**config.mk**
```make
export PLATFORM = sky130hd
export DESIGN_NAME = ps_fifo_ctrl
export DESIGN_NICKNAME = d
export VERILOG_FILES = /design/src/rtl/sysarr_pkg.sv /design/src/rtl/ps_fifo_ctrl.sv
export SDC_FILE = /design/constraint.sdc
export NUM_CORES = 1
export LEC_CHECK = 0
export CAP_MARGIN = 20
export CORE_ASPECT_RATIO = 2
export CORE_MARGIN = 5
export CORE_UTILIZATION = 32
export CTS_CLUSTER_DIAMETER = 150
export DETAILED_ROUTE_END_ITERATION = 10
export HOLD_SLACK_MARGIN = 0.12
export PLACE_DENSITY = 0.76
export SLEW_MARGIN = 20
export SYNTH_ARGS = -nofsm -noshare
export SYNTH_HDL_FRONTEND = slang
export SYNTH_SLANG_ARGS = --single-unit
```
**constraint.sdc**
```tcl
create_clock -name clk -period 2.5 [get_ports clk]
set_input_delay 0.5 -clock clk [delete_from_list [all_inputs] [get_ports clk]]
set_output_delay 0.5 -clock clk [all_outputs]
set_load 0.005 [all_outputs]
```
**src/rtl/sysarr_pkg.sv**
```systemverilog
// Shared systolic-array definitions: default geometry and the partial-sum
// controller state encoding.
package sysarr_pkg;

  localparam int SYSARR_N     = 4;
  localparam int SYSARR_WIDTH = 16;
  localparam int ROWS_W       = 8;

  typedef enum logic [1:0] {
    ST_IDLE = 2'd0,
    ST_RUN  = 2'd1,
    ST_DONE = 2'd2
  } ctrl_state_e;

  // Element countdown must hold 255 rows of n elements each.
  function automatic int elems_w(input int n);
    return ROWS_W + $clog2(n);
  endfunction

endpackage

```
**src/rtl/ps_fifo_ctrl.sv**
```systemverilog
// Partial-sum FIFO controller: loads rows into the upper half of a 2N-slot
// shift FIFO and streams the head element to the array, one job at a time.
module ps_fifo_ctrl
  import sysarr_pkg::*;
#(
  parameter int N     = SYSARR_N,
  parameter int WIDTH = SYSARR_WIDTH
) (
  input  logic                 clk,
  input  logic                 nRST,
  input  logic                 start,
  input  logic [ROWS_W-1:0]    num_rows,
  input  logic                 in_valid,
  output logic                 in_ready,
  input  logic [N*WIDTH-1:0]   in_row,
  output logic                 fifo_load,
  output logic                 fifo_shift,
  output logic [N*WIDTH-1:0]   fifo_load_values,
  input  logic [WIDTH-1:0]     fifo_out,
  output logic                 ps_valid,
  input  logic                 ps_ready,
  output logic [WIDTH-1:0]     ps_data,
  output logic                 ps_last,
  output logic                 busy,
  output logic                 done,
  output logic [1:0]           state_dbg
);

  localparam int EW = elems_w(N);
  localparam logic [2*N-1:0] UPPER_MASK = {{N{1'b1}}, {N{1'b0}}};

  ctrl_state_e         state_q, state_d;
  logic [2*N-1:0]      mask_q, mask_d;
  logic [ROWS_W-1:0]   rows_loaded_q, rows_loaded_d;
  logic [ROWS_W-1:0]   num_rows_q, num_rows_d;
  logic [EW-1:0]       elems_left_q, elems_left_d;
  logic                xfer;

  always_ff @(posedge clk or negedge nRST) begin
    if (!nRST) begin
      state_q       <= ST_IDLE;
      mask_q        <= '0;
      rows_loaded_q <= '0;
      num_rows_q    <= '0;
      elems_left_q  <= '0;
    end else begin
      state_q       <= state_d;
      mask_q        <= mask_d;
      rows_loaded_q <= rows_loaded_d;
      num_rows_q    <= num_rows_d;
      elems_left_q  <= elems_left_d;
    end
  end

  // Both ports use valid/ready: a beat moves on a rising edge where valid
  // and ready are both high; a producer holds its payload until then.
  always_comb begin
    in_ready   = (state_q == ST_RUN) && (mask_q[2*N-1:N] == '0) &&
                 (rows_loaded_q < num_rows_q);
    fifo_load  = in_valid && in_ready;
    ps_valid   = mask_q[0] && !fifo_load && (state_q == ST_RUN);
    xfer       = ps_valid && ps_ready;
    // A head-less but non-empty FIFO shifts on its own to close the gap.
    fifo_shift = !fifo_load && (xfer || (!mask_q[0] && (mask_q != '0)));
    ps_last    = (elems_left_q == EW'(1));
    busy       = (state_q == ST_RUN);
    done       = (state_q == ST_DONE);
    state_dbg  = state_q;
    fifo_load_values = in_row;
    ps_data          = fifo_out;
  end

  always_comb begin
    state_d       = state_q;
    mask_d        = mask_q;
    rows_loaded_d = rows_loaded_q;
    num_rows_d    = num_rows_q;
    elems_left_d  = elems_left_q;

    if (fifo_load) begin
      mask_d        = mask_q | UPPER_MASK;
      rows_loaded_d = rows_loaded_q + 8'd1;
    end else if (fifo_shift) begin
      mask_d = mask_q >> 1;
    end

    if (xfer) begin
      elems_left_d = elems_left_q - EW'(1);
    end

    case (state_q)
      ST_IDLE: begin
        if (start) begin
          num_rows_d    = num_rows;
          rows_loaded_d = '0;
          elems_left_d  = EW'(num_rows) * EW'(N);
          state_d       = (num_rows != '0) ? ST_RUN : ST_DONE;
        end
      end
      ST_RUN: begin
        if (xfer && (elems_left_q == EW'(1))) begin
          state_d = ST_DONE;
        end
      end
      ST_DONE: state_d = ST_IDLE;
      default: state_d = ST_IDLE;
    endcase
  end

  a_load_shift_exclusive: assert property (
    @(posedge clk) disable iff (!nRST) !(fifo_load && fifo_shift));

  a_mask_empty_at_done: assert property (
    @(posedge clk) disable iff (!nRST) (state_q == ST_DONE) |-> (mask_q == '0));

endmodule

```
; ---- Word-level counts from Yosys, hierarchy flattened
; Index checks and enable logic that the tools add are counted.
[classes]
n_addsub = 2
n_mul = 0
div = 0
n_lt_le_gt_ge = 1
n_eq_ne = 5
n_shift = 0
muxes = 12
bitwise = 1
n_reduce_logical = 20
[ops]
columns = operator, count
row1 = 8-bit 2-to-1 mux, 5
row2 = 10-bit 2-to-1 mux, 3
row3 = 8-bit nonzero test, 2
row4 = "10-bit by 1-bit == test with 1-bit output, second input constant", 1
row5 = "10-bit by 1-bit subtractor with 10-bit output, second input constant", 1
row6 = 1-bit logical AND, 9
row7 = "8-bit by 1-bit adder with 8-bit output, second input constant", 1
row8 = 8-bit less-than comparator, 1
row9 = 2-bit 2-to-1 mux, 3
row10 = 2-bit AND reduction, 3
row11 = 4-bit zero test, 1
row12 = 2-bit case mux with 2 select lines, 1
row13 = "2-bit by 1-bit == test with 1-bit output, second input constant", 1
row14 = "2-bit == test, second input constant", 1
row15 = 1-bit zero test, 2
row16 = 2-bit zero test, 1
row17 = "2-bit by 1-bit != test with 1-bit output, second input constant", 1
row18 = "2-bit != test, second input constant", 1
row19 = 2-bit nonzero test, 1
row20 = 1-bit logical OR, 1
row21 = 1-bit NOT, 1
[totals]
reg_bits = 36
latch_bits = 0
mem_bits_rw = 0
rom_bits = 0
in_bits = 93
output_inout_bits = 89
word_cells = 47
memories = 0

; ---- Logic depth before layout (Yosys ltp)
; Gate-level depths: netlist (run 1).
[logic_depth]
depth_word = 12
mapped_depth = 9
depth_no_buf = 8

; ---- Least setup slack after synthesis (run 1)
; OpenSTA, ideal clock, no wires.
[synth_timing]
path_kind = register -> output
startpoint = reg rows_loaded_q[2]
endpoint = out ps_valid
arrival_time_ns = 1.893
required_ns = 2.000
slack_ns = 0.107
path_stages_with_launch = 7
n_path_buf = 1
path_cell_list = dfrtp_1 > ha_1 > a211o_1 > a31oi_1 > o2111ai_2 > clkbuf_1 > and3_1
[synth_via]
elab_chain_cells = 6
[synth_rtl]
columns = element, line
row1 = from (decl), ps_fifo_ctrl.sv:34  ; logic [ROWS_W-1:0] rows_loaded_q, rows_loaded_d;
row2 = from (signal assigned), ps_fifo_ctrl.sv:49  ; rows_loaded_q <= rows_loaded_d;
row3 = 8-bit less-than comparator, ps_fifo_ctrl.sv:59  ; (rows_loaded_q < num_rows_q);
row4 = 1-bit logical AND, ps_fifo_ctrl.sv:58  ; in_ready = (state_q == ST_RUN) && (mask_q[2*N-1:N] == '0) &&
row5 = 1-bit logical AND, ps_fifo_ctrl.sv:60  ; fifo_load = in_valid && in_ready;
row6 = 1-bit zero test, ps_fifo_ctrl.sv:61  ; ps_valid = mask_q[0] && !fifo_load && (state_q == ST_RUN);
row7 = 1-bit logical AND (2 in series), ps_fifo_ctrl.sv:61
row8 = to (decl), ps_fifo_ctrl.sv:20  ; output logic ps_valid,
; Every way passes these cells.

; ---- Worst setup path in the final report (run 1)
[layout_timing]
startpoint = reg mask_q[5]
endpoint = out ps_valid
[layout_via]
elab_chain_cells = 7
[layout_rtl]
columns = element, line
row1 = from (decl), ps_fifo_ctrl.sv:33  ; logic [2*N-1:0] mask_q, mask_d;
row2 = from (signal assigned), ps_fifo_ctrl.sv:48  ; mask_q <= mask_d;
row3 = 4-bit zero test, ps_fifo_ctrl.sv:58
row4 = 1-bit logical AND (2 in series), ps_fifo_ctrl.sv:58
row5 = 1-bit logical AND, ps_fifo_ctrl.sv:60
row6 = 1-bit zero test, ps_fifo_ctrl.sv:61
row7 = 1-bit logical AND (2 in series), ps_fifo_ctrl.sv:61
; Every way passes these cells.

==> results.sh, run 1 <==
export IMPL_ant_nets=0
export IMPL_fin_ws_ns=-0.08874
export IMPL_rr_endpoint="rows_loaded_q[7]$_DFF_PN0_"
export IMPL_final_common_cell="dfrtp_1"
export IMPL_synth_nets=389
export IMPL_cts_buffers=5
export IMPL_drc=0
export IMPL_swShare_pct=34.78
export IMPL_core_um2=7885
export IMPL_max_freq_ghz=0.3863
export IMPL_place_congestion=0.8480
export IMPL_area_growth_pct=9.575
export IMPL_rsz0062_at_grt="true"
export IMPL_worstSetupStartpoint="mask_q[5]$_DFFE_PN0P_"
export IMPL_cp_top_family="simple AND/OR/NAND/NOR gates"
export IMPL_timing_final_max_slew_violations=0
export IMPL_cp_num_cells=6
export IMPL_synth_edf_count=0
export IMPL_critical_path_max_stage_delay_ns=0.56
export IMPL_r2r_start="mask_q[5]$_DFFE_PN0P_"
export IMPL_synthFlopType="dfrtp_1"
export IMPL_numPortBuffers=21
export IMPL_status="finished, violations left"
export IMPL_ys_seq_area_share_pct=35.17
export IMPL_combPwrFrac_pct=43.9
export IMPL_synth_cells=286
export IMPL_worstHoldPathCells=2
export IMPL_routed_wl_mm=6.498
export IMPL_max_slew_margin_pct=55.20
export IMPL_overflow=0
export IMPL_fp_dieH_um=136.5
export IMPL_cts_tree="done"
export IMPL_hold_slack_ns=0.4869
export IMPL_routedWlPerCell_um=18.05
export IMPL_critPathCapture="ps_valid"
export IMPL_dp_hpwl_mm=4.893
export IMPL_p_seq_share_pct=31.6
export IMPL_fin_crit_ns=2.589
export IMPL_finalSetupTns_ns=-0.1778
export IMPL_vias=1946
export IMPL_cp_slowest_cell="or4_4"
export IMPL_clockRootBuffer="clkbuf_16"
export IMPL_clock_latency_ns=0.28
export IMPL_drt_iter0_drc=35
export IMPL_synth_avg_cell_area_um2=8.955
export IMPL_grt_antenna_before_repair=0
export IMPL_row_count=46
export IMPL_synthArstFlopShare_pct=100.0
export IMPL_place_area_um2=2492
export IMPL_stdcell_area_um2=2806
export IMPL_grt_pass1_wl_mm=10.23
export IMPL_clockPowerShare_pct=24.4
export IMPL_power_switching_mw=1.085
export IMPL_diodes=0
export IMPL_cp_num_buf_inv=2
export IMPL_postCtsHoldBufs=0
export IMPL_setup_viol=3
export IMPL_die_x_um=73.26
export IMPL_yosys_warnings=0
export IMPL_final_cell_mix="36 x dfrtp_1, 35 x buf_4, 24 x nand2_1"
export IMPL_p_leak_nw=1.244
export IMPL_initial_core_util_pct=32.48
export IMPL_arrival_ns=2.09
export IMPL_tightest_slew_ns=0.6659
export IMPL_end_kind="primary output"
export IMPL_rr_worst_depth=7
export IMPL_grt_pass1_vias=2177
export IMPL_cellPowerDensity_nw_per_um2=1112
export IMPL_p_int_mw=2.035
export IMPL_fin_nets=366
export IMPL_reg2reg_slack_ns=0.08
export IMPL_dr_pass1_iters=4
export IMPL_hold_class="reg -> reg"
export IMPL_syn_cell_area_um2=2561
export IMPL_hold_violations=0
export IMPL_cts_htree_levels=2
export IMPL_post_route_period_util_pct=103.5
export IMPL_fin_worst_skew_ns=0.007225
export IMPL_drv_cap=0
export IMPL_io_pins=182
export IMPL_total_power_mw=3.120
export IMPL_final_cells=360
export IMPL_violations="negative setup slack"
export IMPL_critical_path_class="reg -> out"
export IMPL_num_fill_cells=756
export IMPL_grt_max_degree=37
export IMPL_cts_sinks=36
export IMPL_cp_max_fo=2
export IMPL_grt_util_all_layers_pct=13.53
export IMPL_drive_above_1_share_pct=26.89
export IMPL_yosysUniqueCellTypes=40
export IMPL_path_cells="or4_4 -> nor4_4 -> o2111ai_2 -> buf_4 -> and3_4 -> buf_6"
export IMPL_avgViaCountPerCell=5.406
export IMPL_start_kind="flop"
export IMPL_cts_max_path_buffers=2
export IMPL_vdd_drop_max_mv=0.7672
export IMPL_place_inst=346
export IMPL_ys_ff_latch=36
export IMPL_clkTransAtPathRegs_ns=0.06
export IMPL_cp_data_required_time_ns=2.00
export IMPL_die_area_um2=10000
[worst reg2reg max path, cell delays in order (launching register included)]
cell	delay (ns)
dfrtp_1	0.38
or4_4	0.56
nor4_4	0.26
o2111ai_2	0.17
buf_4	0.18
buf_8	0.15
or4_4	0.52
a21oi_2	0.14
[power groups by stage]
stage | registers (mW) | clock network, mW | logic (mW)
after global placement | 0.966 | 0 | 1.17
after floorplan | 0.944 | 0 | 0.750
after CTS | 0.985 | 0.777 | 1.33
final | 0.987 | 0.762 | 1.37
after detailed placement | 0.976 | 0 | 1.21
after global routing | 1.02 | 0.801 | 1.49
[cell usage after synthesis (all sizes together), types with 3 or more instances]
library cell	instances	area share [%]
a21oi	10	2.0
and3	4	0.98
buf	81	24
clkbuf	7	1.0
dfrtp	36	35
ha	10	4.9
inv	16	2.3
mux2	4	1.8
nand2	24	3.5
nand3	15	2.9
nor2	7	1.0
nor4	9	2.8
o211ai	5	1.5
o21ai	11	2.1
o311ai	3	1.0
o31ai	5	1.5
or3	5	1.2
or4	9	2.8
[worst min path at each step]
stage | startpoint | endpoint | slack [ns]
final | num_rows_q[0]$_DFFE_PN0P_ | num_rows_q[0]$_DFFE_PN0P_ | 0.49
after global placement | num_rows_q[0]$_DFFE_PN0P_ | num_rows_q[0]$_DFFE_PN0P_ | 0.47
after detailed placement | num_rows_q[0]$_DFFE_PN0P_ | num_rows_q[0]$_DFFE_PN0P_ | 0.47
after floorplan | nRST | elems_left_q[0]$_DFF_PN0_ | 0.20
after global routing | num_rows_q[0]$_DFFE_PN0P_ | num_rows_q[0]$_DFFE_PN0P_ | 0.51
after CTS | num_rows_q[0]$_DFFE_PN0P_ | num_rows_q[0]$_DFFE_PN0P_ | 0.49
[layer usage]
layer	global-route usage, %	vias up	share of wire, %
met3	2.721	88	6.4
met5	0	-	0
met2	23.08	85	50
li1	-	872	-
met1	10.57	901	29
met4	18.07	0	14
[registers in the layout, summed over array words and instances (netlist names)]
signal,cells
elems_left_q,10
mask_q,8
num_rows_q,8
rows_loaded_q,8
state_dbg,2
[timing repair]
action | CTS | global route
buffers inserted | 8 | 0
pin swaps | 7 | 4
gates resized for setup | 27 | 12
setup endpoints to repair | 5 | 9
[cells by family after synthesis]
| logic type | after synthesis | share of synthesized area (%) |
|---|---|---|
| AND/OR/NAND/NOR | 84 | 18.17 |
| flip-flops | 36 | 35.17 |
| XOR/XNOR | 1 | 0.3420 |
| adder cells (fa/ha/maj) | 10 | 4.885 |
| buffers and inverters | 104 | 27.02 |
| AO/OA/AOI/OAI | 45 | 11.87 |
| multiplexers | 6 | 2.540 |
[per-stage QoR]
step,util [%],worst slack (ns)
6_report,35.59,-0.08874
5_1_grt,35.59,-0.1813
4_1_cts,35.42,-0.09839
3_5_place_dp,31.61,-0.2236
3_3_place_gp,31.61,-0.1737
2_1_floorplan,-,0.1075
[layout make-up]
cell class | instances | area (um^2) | area share (%)
inverters | 16 | 62.56 | 2.229
well taps | 96 | 120.1 | 4.280
clock inverters | 1 | 30.03 | 1.070
multi-input cells | 146 | 1056 | 37.63
clock buffers | 7 | 152.6 | 5.439
flip-flops and latches | 36 | 900.9 | 32.10
repair buffers | 58 | 484.2 | 17.25
Power figures use the tool's default switching activity.
==> run 2, diff against run 1 <==
--- a/config.mk
+++ b/config.mk
@@ -5,14 +5,15 @@
 export SDC_FILE = /design/constraint.sdc
 export NUM_CORES = 1
 export LEC_CHECK = 0
+export ABC_AREA = 1
 export CAP_MARGIN = 20
 export CORE_ASPECT_RATIO = 2
 export CORE_MARGIN = 5
-export CORE_UTILIZATION = 32
+export CORE_UTILIZATION = 34
 export CTS_CLUSTER_DIAMETER = 150
 export DETAILED_ROUTE_END_ITERATION = 10
 export HOLD_SLACK_MARGIN = 0.12
-export PLACE_DENSITY = 0.76
+export PLACE_DENSITY = 0.77
 export SLEW_MARGIN = 20
 export SYNTH_ARGS = -nofsm -noshare
 export SYNTH_HDL_FRONTEND = slang
==> run 2 against run 1 <==
  * The flow now finishes without violations
  * First-iteration DRC count up 71%
  * Clock power fell by 16%
  * Combinational power increased by 26%
  * Synthesized cell count grew 34%
  * Critical path depth stayed put
  * Core utilization down 0.56 points
  * Non-clock buffer count down 19
  * Flip-flop and latch count unchanged
  * Via count grew 14%
  * Synthesized area increased by 11%
  * Largest cell class unchanged
==> results.sh, run 2 <==
export IMPL_route_met3_wl_mm=1.137
export IMPL_diodes=0
export IMPL_overflow=0
export IMPL_highest_layer="met4"
export IMPL_finalSetupTns_ns=0
export IMPL_io_pins=182
export IMPL_wl_met2_mm=3.549
export IMPL_clockRootBuffer="clkbuf_16"
export IMPL_tightest_slew_ns=0.4689
export IMPL_synth_nets=487
export IMPL_avgViaCountPerCell=5.009
export IMPL_clock_latency_ns=0.29
export IMPL_vdd_drop_max_mv=0.5800
export IMPL_hold_class="reg -> reg"
export IMPL_grt_util_all_layers_pct=15.65
export IMPL_status="complete, no violations"
export IMPL_fp_dieH_um=139.3
export IMPL_synth_avg_cell_area_um2=7.403
export IMPL_drt_iter0_drc=60
export IMPL_core_um2=8233
export IMPL_max_freq_ghz=0.4103
export IMPL_worstHoldPathCells=2
export IMPL_grt_pass1_vias=2267
export IMPL_yosys_area_top_type="dfrtp_1"
export IMPL_final_cell_mix="94 x nand2_1, 40 x inv_1, 36 x dfrtp_1"
export IMPL_fin_nets=446
export IMPL_grt_pass1_wl_mm=11.87
export IMPL_synth_commonest_cells="98 x nand2_1, 81 x buf_4, 41 x inv_1, 36 x dfrtp_1, 23 x nor2_1"
export IMPL_synthArstFlopShare_pct=100.0
export IMPL_fin_worst_skew_ns=0.004894
export IMPL_yosysMostFrequentCell="nand2_1"
export IMPL_row_count=47
export IMPL_drc=0
export IMPL_cellPowerDensity_nw_per_um2=1173
export IMPL_rsz0062_at_grt="false"
export IMPL_dr_pass1_iters=4
export IMPL_vias=2214
export IMPL_hold_violations=0
export IMPL_cts_max_path_buffers=2
export IMPL_synth_top_area_share_pct=31.69
export IMPL_critical_path_class="reg -> out"
export IMPL_drv_cap=0
export IMPL_largest_reg_flops=10
export IMPL_end_kind="primary output"
export IMPL_timing_final_max_slew_violations=0
export IMPL_routed_wl_mm=7.914
export IMPL_yosysUniqueCellTypes=27
export IMPL_start_kind="flop"
export IMPL_grt_antenna_before_repair=0
export IMPL_place_area_um2=2646
export IMPL_ys_ff_latch=36
export IMPL_die_x_um=74.66
export IMPL_synthTopCellsByArea="dfrtp_1 32%, buf_4 21%, nand2_1 13%"
export IMPL_post_route_period_util_pct=97.49
export IMPL_place_congestion=0.8262
export IMPL_cts_buffers=5
export IMPL_clkTransAtPathRegs_ns=0.06
export IMPL_met1_length_mm=2.143
export IMPL_synth_edf_count=0
export IMPL_cp_max_fo=3
export IMPL_final_common_cell="nand2_1"
export IMPL_grt_max_degree=37
export IMPL_area_growth_pct=1.453
export IMPL_initial_core_util_pct=34.53
export IMPL_synthFlopType="dfrtp_1"
export IMPL_numPortBuffers=21
export IMPL_setup_viol=0
export IMPL_rr_worst_depth=9
export IMPL_routedWlPerCell_um=17.90
export IMPL_fin_crit_ns=2.437
export IMPL_die_area_um2=10400
export IMPL_stdcell_area_um2=2884
export IMPL_dp_hpwl_mm=6.313
export IMPL_ant_nets=0
export IMPL_arrival_ns=1.94
export IMPL_synth_cells=384
export IMPL_max_slew_margin_pct=68.74
export IMPL_cp_data_required_time_ns=2.00
export IMPL_cts_tree="done"
export IMPL_largest_register="elems_left_q"
export IMPL_yosys_warnings=0
export IMPL_drive_above_1_share_pct=14.53
export IMPL_p_leak_nw=1.483
export IMPL_syn_cell_area_um2=2843
export IMPL_cts_htree_levels=2
export IMPL_ys_seq_area_share_pct=31.69
export IMPL_cts_sinks=36
## run 2: cells by family after synthesis
| kind of cell | synth area share, % |
|---|---|
| AOI/OAI and AO/OA | 4.225 |
| xor gates and xnor gates | 3.081 |
| adders and majority gates | 4.401 |
| buffers and inverters | 28.39 |
| DFF | 31.69 |
| and+or+nand+nor | 28.21 |
## run 2: through the flow
stage | util, % | power (mW) | instances | hold slack, ns | setup WS, ns
floorplan | - | 2.200 | 384 | 0.2044 | 0.4930
global placement | 32.14 | 2.562 | 431 | 0.4571 | 0.08790
detailed placement | 32.14 | 2.620 | 431 | 0.4665 | 0.05800
CTS | 34.18 | 3.287 | 439 | 0.4774 | 0.001918
global route | 35.03 | 3.700 | 442 | 0.5094 | 0.01647
finish | 35.03 | 3.384 | 442 | 0.4765 | 0.06263
## run 2: area by class of cell
cell class                 count  area (um^2)
clock buffer                   7        142.6
clock inverter                 1        7.507
fill                         859         5349
inverter                      44        165.2
multi-input combinational    217         1204
sequential                    36        900.9
tap                           98        122.6
timing repair buffer          39        341.6
## run 2: timing repair
item                                    4_1_cts  5_1_grt
hold buffers                                  0        0
buffers inserted                              0        3
endpoints found under the setup margin        4        2
pin swaps                                     7        5
resized for setup                             8       10
## run 2: worst paths after layout
check / from / endpoint / slack (ns)
setup / recovery: rows_loaded_q[7]$_DFF_PN0_ / fifo_load / 0.06
hold / removal: mask_q[0]$_DFFE_PN0P_ / mask_q[0]$_DFFE_PN0P_ / 0.48
setup reg to reg: rows_loaded_q[7]$_DFF_PN0_ / rows_loaded_q[6]$_DFF_PN0_ / 0.49
hold reg to reg: mask_q[0]$_DFFE_PN0P_ / mask_q[0]$_DFFE_PN0P_ / 0.48
max in group asynchronous: nRST / mask_q[3]$_DFFE_PN0P_ / 1.53
min in group asynchronous: nRST / num_rows_q[0]$_DFFE_PN0P_ / 0.64
## run 2: worst max-delay path, cell delays in order (launching register included)
cell	delay (ns)
dfrtp_1	0.43
ha_4	0.30
nand2_1	0.08
a21oi_1	0.26
nor3_1	0.11
and3_1	0.21
dlygate4sd2_1	0.27
## run 2: routing by layer
metal / track usage [%] / vias to the layer above
li1: - / 1038
met5: 0 / -
met1: 12.05 / 998
met2: 23.99 / 78
met4: 19.14 / 0
met3: 7.870 / 100
## run 2: power breakdown
part	total [mW]	switching [mW]	internal (mW)	leakage [nW]
Sequential	1.01	0.179	0.834	0.457
Combinational	1.73	1.02	0.717	0.955
Clock	0.637	0.241	0.397	0.0701
==> run 3, diff against run 2 <==
--- a/config.mk
+++ b/config.mk
@@ -14,7 +14,6 @@
 export DETAILED_ROUTE_END_ITERATION = 10
 export HOLD_SLACK_MARGIN = 0.12
 export PLACE_DENSITY = 0.77
-export SLEW_MARGIN = 20
 export SYNTH_ARGS = -nofsm -noshare
 export SYNTH_HDL_FRONTEND = slang
 export SYNTH_SLANG_ARGS = --single-unit
==> results of run 3 <==
Final layout, timing and power as in run 2 (identical DEF).
